<file path="src/rtl/mcs_io_responder.sv">
// mcs_io_responder: registered responder between the MicroBlaze MCS I/O bus and
// the FPro MMIO subsystem.
//
// Requests are accepted only in IDLE.
// An in-window access goes through three stages. It issues a one-cycle
// ACCESS strobe, then stretches through WAIT while the slot holds fp_wait,
// then returns a one-cycle RESP with the registered read data.
// An out-of-window access goes straight to RESP with zero data and touches no
// FPro signal.
//
// Optional feature, enabled by defining MCS_IO_RESP_TIMEOUT_EN. It adds a
// WAIT-cycle watchdog: after TIMEOUT stalled WAIT cycles the access is
// abandoned, reads return ERR_DATA, and err_cnt counts the event, saturating
// at 255. Without the macro, WAIT lasts until the slot releases fp_wait and
// err_cnt is tied to 0.

`timescale 1ns / 1ps

module mcs_io_responder #(
  parameter logic [31:0] BRG_BASE = 32'hC000_0000,
  parameter int unsigned TIMEOUT  = 255,
  parameter logic [31:0] ERR_DATA = 32'hDEAD_BEEF
) (
  input  logic        clk,
  input  logic        reset_n,
  // MCS I/O bus
  input  logic        io_addr_strobe,
  input  logic        io_read_strobe,
  input  logic        io_write_strobe,
  input  logic [3:0]  io_byte_enable,
  input  logic [31:0] io_address,
  input  logic [31:0] io_write_data,
  output logic [31:0] io_read_data,
  output logic        io_ready,
  // FPro MMIO side
  output logic        fp_mmio_cs,
  output logic        fp_wr,
  output logic        fp_rd,
  output logic [20:0] fp_addr,
  output logic [31:0] fp_wr_data,
  output logic [3:0]  fp_byte_en,
  input  logic [31:0] fp_rd_data,
  input  logic        fp_wait,
  // Status
  output logic [7:0]  err_cnt
);

  localparam logic [1:0] StIdle   = 2'd0;
  localparam logic [1:0] StAccess = 2'd1;
  localparam logic [1:0] StWait   = 2'd2;
  localparam logic [1:0] StResp   = 2'd3;

  logic [1:0]  state_q, state_d;
  logic [20:0] addr_q, addr_d;
  logic [31:0] wdata_q, wdata_d;
  logic [3:0]  be_q, be_d;
  logic        rd_q, rd_d;
  logic [31:0] rdata_q, rdata_d;

  logic req;
  logic in_window;
  logic timeout_hit;

  // Byte offset bits never reach the word-addressed FPro bus.
  logic unused_addr_lsb;
  assign unused_addr_lsb = ^io_address[1:0];

  assign req       = io_addr_strobe & (io_read_strobe | io_write_strobe);
  assign in_window = (io_address[31:23] == BRG_BASE[31:23]);

`ifdef MCS_IO_RESP_TIMEOUT_EN
  // Counter holds the number of completed WAIT cycles, so the TIMEOUT-th
  // stalled WAIT cycle is the one where it equals TIMEOUT-1.
  localparam logic [15:0] TimeoutLast = 16'(TIMEOUT - 1);

  logic [15:0] wcnt_q, wcnt_d;
  logic [7:0]  err_q, err_d;

  // A falling fp_wait always wins over the watchdog in the same cycle.
  assign timeout_hit = (state_q == StWait) && fp_wait && (wcnt_q == TimeoutLast);

  // Watchdog counter and saturating timeout count.
  always_comb begin
    wcnt_d = wcnt_q;
    err_d  = err_q;
    if (state_q == StAccess && fp_wait) begin
      wcnt_d = '0;
    end else if (state_q == StWait) begin
      wcnt_d = wcnt_q + 16'd1;
    end
    if (timeout_hit && (err_q != 8'hFF)) begin
      err_d = err_q + 8'd1;
    end
  end

  // Watchdog state registers.
  always_ff @(posedge clk) begin
    if (!reset_n) begin
      wcnt_q <= '0;
      err_q  <= '0;
    end else begin
      wcnt_q <= wcnt_d;
      err_q  <= err_d;
    end
  end

  assign err_cnt = err_q;
`else
  assign timeout_hit = 1'b0;
  assign err_cnt     = 8'h00;
`endif

  // Transaction FSM and request latching.
  always_comb begin
    state_d = state_q;
    addr_d  = addr_q;
    wdata_d = wdata_q;
    be_d    = be_q;
    rd_d    = rd_q;
    rdata_d = rdata_q;
    unique case (state_q)
      StIdle: begin
        if (req) begin
          addr_d  = io_address[22:2];
          wdata_d = io_write_data;
          be_d    = io_byte_enable;
          rd_d    = io_read_strobe;  // read wins when both strobes are high
          rdata_d = '0;              // out-of-window and write responses carry 0
          state_d = in_window ? StAccess : StResp;
        end
      end
      StAccess: begin
        if (!fp_wait) begin
          if (rd_q) begin
            rdata_d = fp_rd_data;
          end
          state_d = StResp;
        end else begin
          state_d = StWait;
        end
      end
      StWait: begin
        if (!fp_wait) begin
          if (rd_q) begin
            rdata_d = fp_rd_data;
          end
          state_d = StResp;
        end else if (timeout_hit) begin
          rdata_d = rd_q ? ERR_DATA : 32'h0;
          state_d = StResp;
        end
      end
      StResp: begin
        state_d = StIdle;
      end
      default: begin
        state_d = StIdle;
      end
    endcase
  end

  // Main state registers; reset clears everything so all outputs read 0.
  always_ff @(posedge clk) begin
    if (!reset_n) begin
      state_q <= StIdle;
      addr_q  <= '0;
      wdata_q <= '0;
      be_q    <= '0;
      rd_q    <= 1'b0;
      rdata_q <= '0;
    end else begin
      state_q <= state_d;
      addr_q  <= addr_d;
      wdata_q <= wdata_d;
      be_q    <= be_d;
      rd_q    <= rd_d;
      rdata_q <= rdata_d;
    end
  end

  // Output decode: FPro signals live only in ACCESS/WAIT, CPU response only in RESP.
  always_comb begin
    logic active;
    active       = (state_q == StAccess) || (state_q == StWait);
    fp_mmio_cs   = active;
    fp_rd        = (state_q == StAccess) && rd_q;
    fp_wr        = (state_q == StAccess) && !rd_q;
    fp_addr      = active ? addr_q : 21'h0;
    fp_wr_data   = active ? wdata_q : 32'h0;
    fp_byte_en   = active ? be_q : 4'h0;
    io_ready     = (state_q == StResp);
    io_read_data = (state_q == StResp) ? rdata_q : 32'h0;
  end

endmodule

</file>
<file path="config.mk">
export PLATFORM = sky130hd
export DESIGN_NAME = mcs_io_responder
export DESIGN_NICKNAME = d
export VERILOG_FILES = /design/src/rtl/mcs_io_responder.sv
export SDC_FILE = /design/constraint.sdc
export NUM_CORES = 1
export LEC_CHECK = 0
export ABC_CLOCK_PERIOD_IN_PS = 3800
export BUFFER_PORTS_ARGS = -buffer_cell sky130_fd_sc_hd__buf_2
export CORE_MARGIN = 1.5
export CORE_UTILIZATION = 36
export CTS_BUF_LIST = sky130_fd_sc_hd__clkbuf_8
export DETAILED_ROUTE_END_ITERATION = 16
export SLEW_MARGIN = 20
export SYNTH_ARGS = -nofsm -noshare
export SYNTH_HDL_FRONTEND = slang
export SYNTH_SLANG_ARGS = --single-unit
</file>
<file path="constraint.sdc">
create_clock -name clk -period 3.8 [get_ports clk]
set_clock_uncertainty 0.05 [all_clocks]
set_input_delay 0.19 -clock clk [delete_from_list [all_inputs] [get_ports clk]]
set_output_delay 0.19 -clock clk [all_outputs]
set_load 0.02 [all_outputs]
</file>
# ---- After elaboration in Yosys (flattened, before gate mapping)
# Index checks and enable logic that the tools add are counted.
dict set report classes {
  n_shift 0
  n_bitwise 2
  n_lt_le_gt_ge 0
  n_mul 0
  n_addsub 0
  n_reduce_logical 10
  n_div 0
  n_eq_ne 8
  muxes 13
}
# op n
set op_table {}
lappend op_table {{$mux W32} 5}
lappend op_table {{$pmux W32 S2} 1}
lappend op_table {{$mux W21} 1}
lappend op_table {{$eq A9 B9 Y1 const B} 1}
lappend op_table {{$pmux W2 S4} 1}
lappend op_table {{$mux W2} 3}
lappend op_table {{$ne A2 B2 Y1 const B} 3}
lappend op_table {{$eq A2 B2 Y1 const B} 2}
lappend op_table {{$mux W4} 1}
lappend op_table {{$reduce_and A2 Y1} 2}
lappend op_table {{$reduce_and A4 Y1} 1}
lappend op_table {{$eq A2 B1 Y1 const B} 1}
lappend op_table {{$logic_and A1 B1 Y1} 2}
lappend op_table {{$logic_not A2 Y1} 1}
lappend op_table {{$ne A2 B1 Y1 const B} 1}
lappend op_table {{$reduce_bool A2 Y1} 1}
lappend op_table {{$reduce_or A2 Y1} 1}
lappend op_table {{$and A1 B1 Y1} 1}
lappend op_table {{$logic_not A1 Y1} 1}
lappend op_table {{$logic_or A1 B1 Y1} 1}
lappend op_table {{$mux W1} 1}
lappend op_table {{$or A1 B1 Y1} 1}
dict set report totals {
  inputBits 106
  ramBits 0
  word_cells 39
  n_memories 0
  out_inout_bits 101
  reg_bits 92
  mem_bits_ro 0
  latchBits 0
}

# ---- Longest topological paths before layout
# Gate-level depths: netlist of the first run.
dict set report depth {
  depth_word 4
  depth_mapped 7
  ltp_nobuf 5
}

# ---- Worst setup path after synthesis of the first run
# Ideal clock, no wire load.
dict set report synth_path {
  path_type {flip-flop to flip-flop}
  start {reg state_q[1]}
  end {reg rdata_q[10]}
  slack_ps 1856
  setup_ps 72
  t_arrival_ps 1822
  stages_incl_launch_ff 8
  synth_period_minus_slack_ps 1944
  n_path_buf 2
  t_required_ps 3678
  cell_sequence {dfxtp_1 > inv_1 > ha_1 > buf_2 > nand3b_1 > a22oi_4 > buf_12 > mux2i_1}
}
dict set report synth_via {
  elab_chain_cells 4
  word_cells_on_any_way 10
  classes_between {eq/ne: 5; mux: 1; reduce/logical: 4}
}
# element line
set synth_lines {}
lappend synth_lines {{from (decl)} 53} ;# logic [1:0] state_q, state_d;
lappend synth_lines {{from (signal assigned)} 165} ;# state_q <= StIdle;
lappend synth_lines {{from (signal assigned)} 172} ;# state_q <= state_d;
lappend synth_lines {{$eq A2 B1 Y1 / $eq A2 B2 Y1 (equally long branches)} 121} ;# unique case (state_q)
lappend synth_lines {{$reduce_or A2 Y1 (no line)} -}
lappend synth_lines {{$ne A2 B1 Y1 (no line), or another cell as far along} -}
lappend synth_lines {{$reduce_and A4 Y1 (no line)} -}
lappend synth_lines {{to (signal assigned)} 177} ;# rdata_q <= rdata_d;
lappend synth_lines {{to (decl)} 58} ;# logic [31:0] rdata_q, rdata_d;
# Several ways; a longest one is shown, not always the timed one.
# A chain may end at the register's enable or synchronous reset.

# ---- Worst setup path after layout of the first run
dict set report layout_path {
  start {reg state_q[1]}
  end {out fp_addr[12]}
}
dict set report layout_via {
  elab_chain_cells 3
  word_cells_on_any_way 4
  classes_between {eq/ne: 2; mux: 1; reduce/logical: 1}
}
# element line
set layout_lines {}
lappend layout_lines {{$eq A2 B1 Y1 / $eq A2 B2 Y1 (equally long branches)} 184} ;# active = (state_q == StAccess) || (state_q == StWait);
lappend layout_lines {{$logic_or A1 B1 Y1 (*)} 184}
lappend layout_lines {{$mux W21 (*)} 188} ;# fp_addr = active ? addr_q : 21'h0;
lappend layout_lines {{to (decl)} 39} ;# output logic [20:0] fp_addr,
# Every way passes the cells marked *; elsewhere a longest branch is shown, timed or not.

==> impl_metrics.ini, run 1 <==
[status]
outcome = finished clean

[sta]
slew_viol_final = 0
period_minus_slack_ns = 2.540
post-route-period-util_pct = 66.85
rsz0062_at_grt = no
hold_viol_final = 0
worstMarginPinSlew_ns = 0.9502
fmax_mhz = 393.6
tns_ns = 0
maxSlewHeadroom_pct = 36.65
setup_viol = 0

[clock_network]
cts.reportedPaths.clkPinSlew_ns = 0.08
cts_buffers = 9
cts_resized = 0
clk_path_buf_depth = 2
clkSinkCount = 92
cts_tree = done
cts-root-buf = clkbuf_8
postCtsSetupRepairBufs = 0
clock_latency_ns = 0.36
postCtsHoldBufs = 54
h-tree-depth = 3

[detailed_routing]
antenna_left = 0
drt-pass1-iter-count = 4
dr_total_vias = 4229
wl_per_cell_um = 12.76
wl_mm = 11.55
vias_per_cell = 4.673
drc = 0
drtIter0Drc = 151

[worst_setup_path]
rrSetupSlack_ns = 1.30
cp.arrival_ns = 2.30
r2r-end = rdata_q[5]
cp_max_fo = 38
crit_path_start_kind = flip-flop
crit_path_end_kind = output pin
reg2regPathDepth = 7
required_ns = 3.56
r2r_start = state_q[1]
path_class = flip-flop to output pin

[finish]
synthToLayoutAreaGrowth_pct = 37.97
fin_util_pct = 50.76
drive_gt1_share_pct = 29.29
fin_nets = 865
final_common_cell = buf_2
antenna_cells = 0
mostFrequentLayoutCells = 195 x buf_2, 148 x nand2_1, 92 x dfxtp_1
fillers = 1145

[global_route]
first_global_vias = 4095
antenna_found_initial = 0
grt_usage_pct = 17.91
grt_max_degree = 96
grt_pass1_wl_mm = 18.65
grt_remaining_overflow = 0

[place]
port-buffer-count = 196
gp_congestion = 0.7258
dp_hpwl_mm = 7.526

[pwr]
ir_drop_mv = 0.2607
p_leak_uw = 0.002846
powerDensity_mw_per_mm2 = 523.3

[min_path]
min_to = addr_q[6]
worstHoldStart = io_address[8]
worstHoldPathCells = 3
min_path_type = primary input to flip-flop

[die]
die_h_um = 113.8
start_util_pct = 36.79
ioPinCount = 207
rows = 40
die_x_um = 113.8
core_area_mm2 = 0.01201
die-area_mm2 = 0.01295

[yosys]
synth_area_mm2 = 0.004419
yosysUniqueCellTypes = 32
synth.avg_cell_area_um2 = 8.354
ys_warn_count = 0
syn_inst = 529
yosysSeqAreaShare_pct = 41.68
ys_ff_latch = 92

[job]
cap_violations = 0
==> sequential cells by signal (all words and copies together), names as in the netlist <==
register / count
rdata_q: 32
wdata_q: 32
addr_q: 21
be_q: 4
state_q: 2
rd_q: 1
==> cells in the mapped netlist <==
cell      count  share of area, %
a32o_1        1              0.23
nand4_1       1              0.14
clkbuf_1     22               1.9
nor2_1        1             0.085
nand3b_1      1              0.17
buf_12        3               1.4
o221a_2       1              0.25
nor2b_1       1              0.14
nor4b_1       1              0.20
a22o_1        1              0.20
nand3_1      32               3.6
nand2b_2      1              0.20
buf_1         2              0.17
o211ai_2      1              0.28
inv_1         3              0.25
buf_6         3              0.76
o211a_1       1              0.23
a22oi_4       1              0.48
buf_4         8               1.4
buf_2        12               1.4
o21ai_0       1              0.11
o21ai_2       1              0.20
and2_1       90                13
mux2i_1      32               7.2
conb_1        1             0.085
a211o_1       1              0.20
dfxtp_1      92                42
nand2_1     148                13
a221oi_1      2              0.40
ha_1          5               1.4
a21boi_1     58               9.9
nor4_1        1              0.14
==> layout make-up <==
type,count,area (µm²),area share [%]
well taps,147,183.9,3.017
clock inverters,5,46.29,0.7593
flip-flops and latches,92,1842,30.21
clock buffers,10,137.6,2.257
repair buffers,257,1577,25.86
inverters,3,11.26,0.1847
multi-input cells,391,2300,37.72
==> kinds of logic after synthesis <==
family / Yosys count / share of synthesized area, %
AND/OR/NAND/NOR: 277 / 30.01
other: 1 / 0.08486
flip-flops: 92 / 41.68
multiplexers: 32 / 7.248
buffers and inverters: 53 / 7.135
adder cells (fa/ha/maj): 5 / 1.416
AO/OA/AOI/OAI: 69 / 12.43
==> where the power goes <==
part	internal, µW	total [µW]	switching (µW)
Clock	311	636	325
Combinational	500	1330	826
Sequential	1150	1230	83.6
==> routing by layer <==
layer,vias up,GRT usage (%),wire [µm]
li1,2140,-,-
met1,1933,20.58,4922
met2,138,31.12,5521
met3,18,4.835,869
met4,0,8.083,232
met5,-,0,0
==> how the worst max path moves through the flow <==
| stage | start | end | slack [ns] | cells past startpoint |
|---|---|---|---|---|
| after floorplan | state_q[1] | rdata_q[10] | 1.86 | 7 |
| after global placement | state_q[1] | rdata_q[1] | 1.39 | 7 |
| after detailed placement | state_q[1] | rdata_q[5] | 1.27 | 7 |
| after CTS | state_q[1] | fp_addr[3] | 1.21 | 5 |
| after global routing | state_q[1] | fp_addr[4] | 1.09 | 5 |
| final | state_q[1] | fp_addr[12] | 1.26 | 5 |
==> critical path: stages (launching register included) <==
cell	delay, ns
dfxtp_1	0.42
inv_1	0.11
ha_2	0.61
buf_4	0.42
and2_1	0.19
buf_2	0.16
==> per-stage QoR <==
step | cells | setup slack [ns] | hold WS [ns] | instance area (µm²) | total power (µW)
after detailed placement | 836 | 1.266 | 0.3855 | 5373 | 2556
final | 905 | 1.260 | 0.02498 | 6097 | 3191
after CTS | 905 | 1.215 | 0.001039 | 6097 | 3244
after floorplan | 536 | 1.856 | 0.2748 | 4446 | 2280
after global placement | 836 | 1.394 | 0.3793 | 5373 | 2519
after global routing | 905 | 1.091 | 0.02643 | 6097 | 3428
Note: power is estimated with default switching activity, not from simulation.
==> run 2: changes to the inputs <==
ABC_CLOCK_PERIOD_IN_PS = 2700   (was 3800)
clock period = 2.7 ns   (was 3.8 ns; I/O delays follow)
==> impl_metrics.ini, run 2 (same netlist as run 1, synthesis figures left out) <==
[clock_network]
cts-root-buf = clkbuf_8
cts_tree = done
cts_buffers = 9
h-tree-depth = 3
clkSinkCount = 92
cts_resized = 0
clk_path_buf_depth = 2
cts.reportedPaths.clkPinSlew_ns = 0.09
clock_latency_ns = 0.37

[die]
core_area_mm2 = 0.01201
ioPinCount = 207
die-area_mm2 = 0.01295
rows = 40
start_util_pct = 36.79
die_x_um = 113.8
die_h_um = 113.8

[worst_setup_path]
required_ns = 2.52
r2r_start = state_q[0]
path_class = flip-flop to output pin
crit_path_start_kind = flip-flop
cp_slowest_cell = buf_4
rrSetupSlack_ns = 0.66
reg2regPathDepth = 6
r2r-end = wdata_q[24]
slowest_delay_ns = 0.42
crit_path_end_kind = output pin
cp_max_fo = 52
path_cells = inv_1, ha_2, buf_4, and2_1, buf_2
cp.arrival_ns = 2.07

[finish]
multi_input_area_mm2 = 0.002300
drive_gt1_share_pct = 28.48
synthToLayoutAreaGrowth_pct = 47.45
mostFrequentLayoutCells = 195 x buf_2, 148 x nand2_1, 92 x dfxtp_1
top_regs = rdata_q x32, wdata_q x32, addr_q x21
final_common_cell = buf_2
antenna_cells = 0
fillers = 1139
seqCellArea_mm2 = 0.001842
fin_nets = 903

[sta]
slew_viol_final = 0
fmax_mhz = 444.0
maxSlewHeadroom_pct = 37.91
fin_ws_ns = 0.4479
hold_viol_final = 0
setup_viol = 0
worstMarginPinSlew_ns = 0.9270
rsz0062_at_grt = no
tns_ns = 0
post-route-period-util_pct = 83.41
period_minus_slack_ns = 2.252

[place]
gp_congestion = 0.7521
place_ws_ns = 0.6650
port-buffer-count = 196
dp_hpwl_mm = 7.685

[detailed_routing]
dr_total_vias = 4374
wl_per_cell_um = 13.10
wl_mm = 12.36
drc = 0
drt-pass1-iter-count = 5
drtIter0Drc = 154
vias_per_cell = 4.633
antenna_left = 0

[pwr]
pwr-share-clk_pct = 20.8
totalPowerFinal_uw = 4650
ir_drop_mv = 0.5258
powerDensity_mw_per_mm2 = 713.6
p_leak_uw = 0.003015
pwr-share-seq_pct = 37.3
internal-power_uw = 2847
p_sw_share_pct = 38.78
share_comb_of_total_power_pct = 41.9
p_sw_uw = 1803

[global_route]
grt_pass1_wl_mm = 19.56
grt_max_degree = 70
grt_remaining_overflow = 0
grt_usage_pct = 18.70
first_global_vias = 4232
antenna_found_initial = 0

[status]
outcome = finished clean

[min_path]
worstHoldPathCells = 3
min_to = state_q[1]
worstHoldStart = io_address[31]
min_path_type = primary input to flip-flop

[job]
cap_violations = 0
[run 2: changes by cell type in the layout (fill, tap and decap cells not counted), sizes merged]
cell	before	now
dlygate4sd3	54	90
buf	203	205
inv	6	4
clkbuf	10	11
clkinv	1	2
clkinvlp	0	1
[run 2: how the worst max path moves through the flow]
stage | start | to | cells after the start
after floorplan | state_q[1] | rdata_q[10] | 7
after global placement | state_q[0] | wdata_q[1] | 6
after detailed placement | state_q[0] | wdata_q[24] | 6
after CTS | state_q[1] | fp_wr_data[18] | 5
after global routing | state_q[0] | fp_wr_data[18] | 5
final | state_q[1] | fp_wr_data[18] | 5
[run 2: layout make-up]
class / count / share of cell area, %
clock inverters: 5 / 0.7873
multi-input cells: 391 / 35.29
inverters: 3 / 0.1728
repair buffers: 295 / 30.34
flip-flops and latches: 92 / 28.26
well taps: 147 / 2.823
clock buffers: 11 / 2.323
[run 2: metrics by stage]
step / hold slack (ns) / utilization (%) / area [µm²] / std cells
after detailed placement: 0.3304 / 45.06 / 5413 / 838
final: 0.09414 / 54.25 / 6516 / 944
after global placement: 0.3237 / 45.06 / 5413 / 838
after global routing: 0.09626 / 54.25 / 6516 / 944
after CTS: 0.06763 / 54.25 / 6516 / 944
after floorplan: 0.2198 / - / 4446 / 536
[run 2: what timing repair did]
item	in CTS	in global routing
hold endpoints to repair	90	0
hold buffers	90	0
setup buffers	0	0
[run 2: critical path, delay by kind of cell (launching register included)]
kind	cells	cell delay (ns)
adder cells (fa/ha/maj)	1	0.36
buffers and inverters	3	0.68
flip-flops	1	0.41
AND/OR/NAND/NOR	1	0.21
[run 2: power groups by stage]
stage	Clock (µW)	Combinational, µW	Sequential [µW]
CTS	995	1970	1730
detailed placement	0	1850	1770
floorplan	0	1480	1730
global route	1050	2130	1770
finish	967	1950	1730
global placement	0	1820	1750
[run 2: per-layer routing]
| layer | GRT usage (%) | part of all wire (%) | vias up | wire [µm] |
|---|---|---|---|---|
| met1 | 21.54 | 44 | 2011 | 5420 |
| met5 | 0 | 0 | - | 0 |
| met2 | 33.21 | 48 | 137 | 5961 |
| met3 | 4.942 | 6.5 | 14 | 800 |
| met4 | 7.000 | 1.5 | 0 | 180 |
| li1 | - | - | 2212 | - |
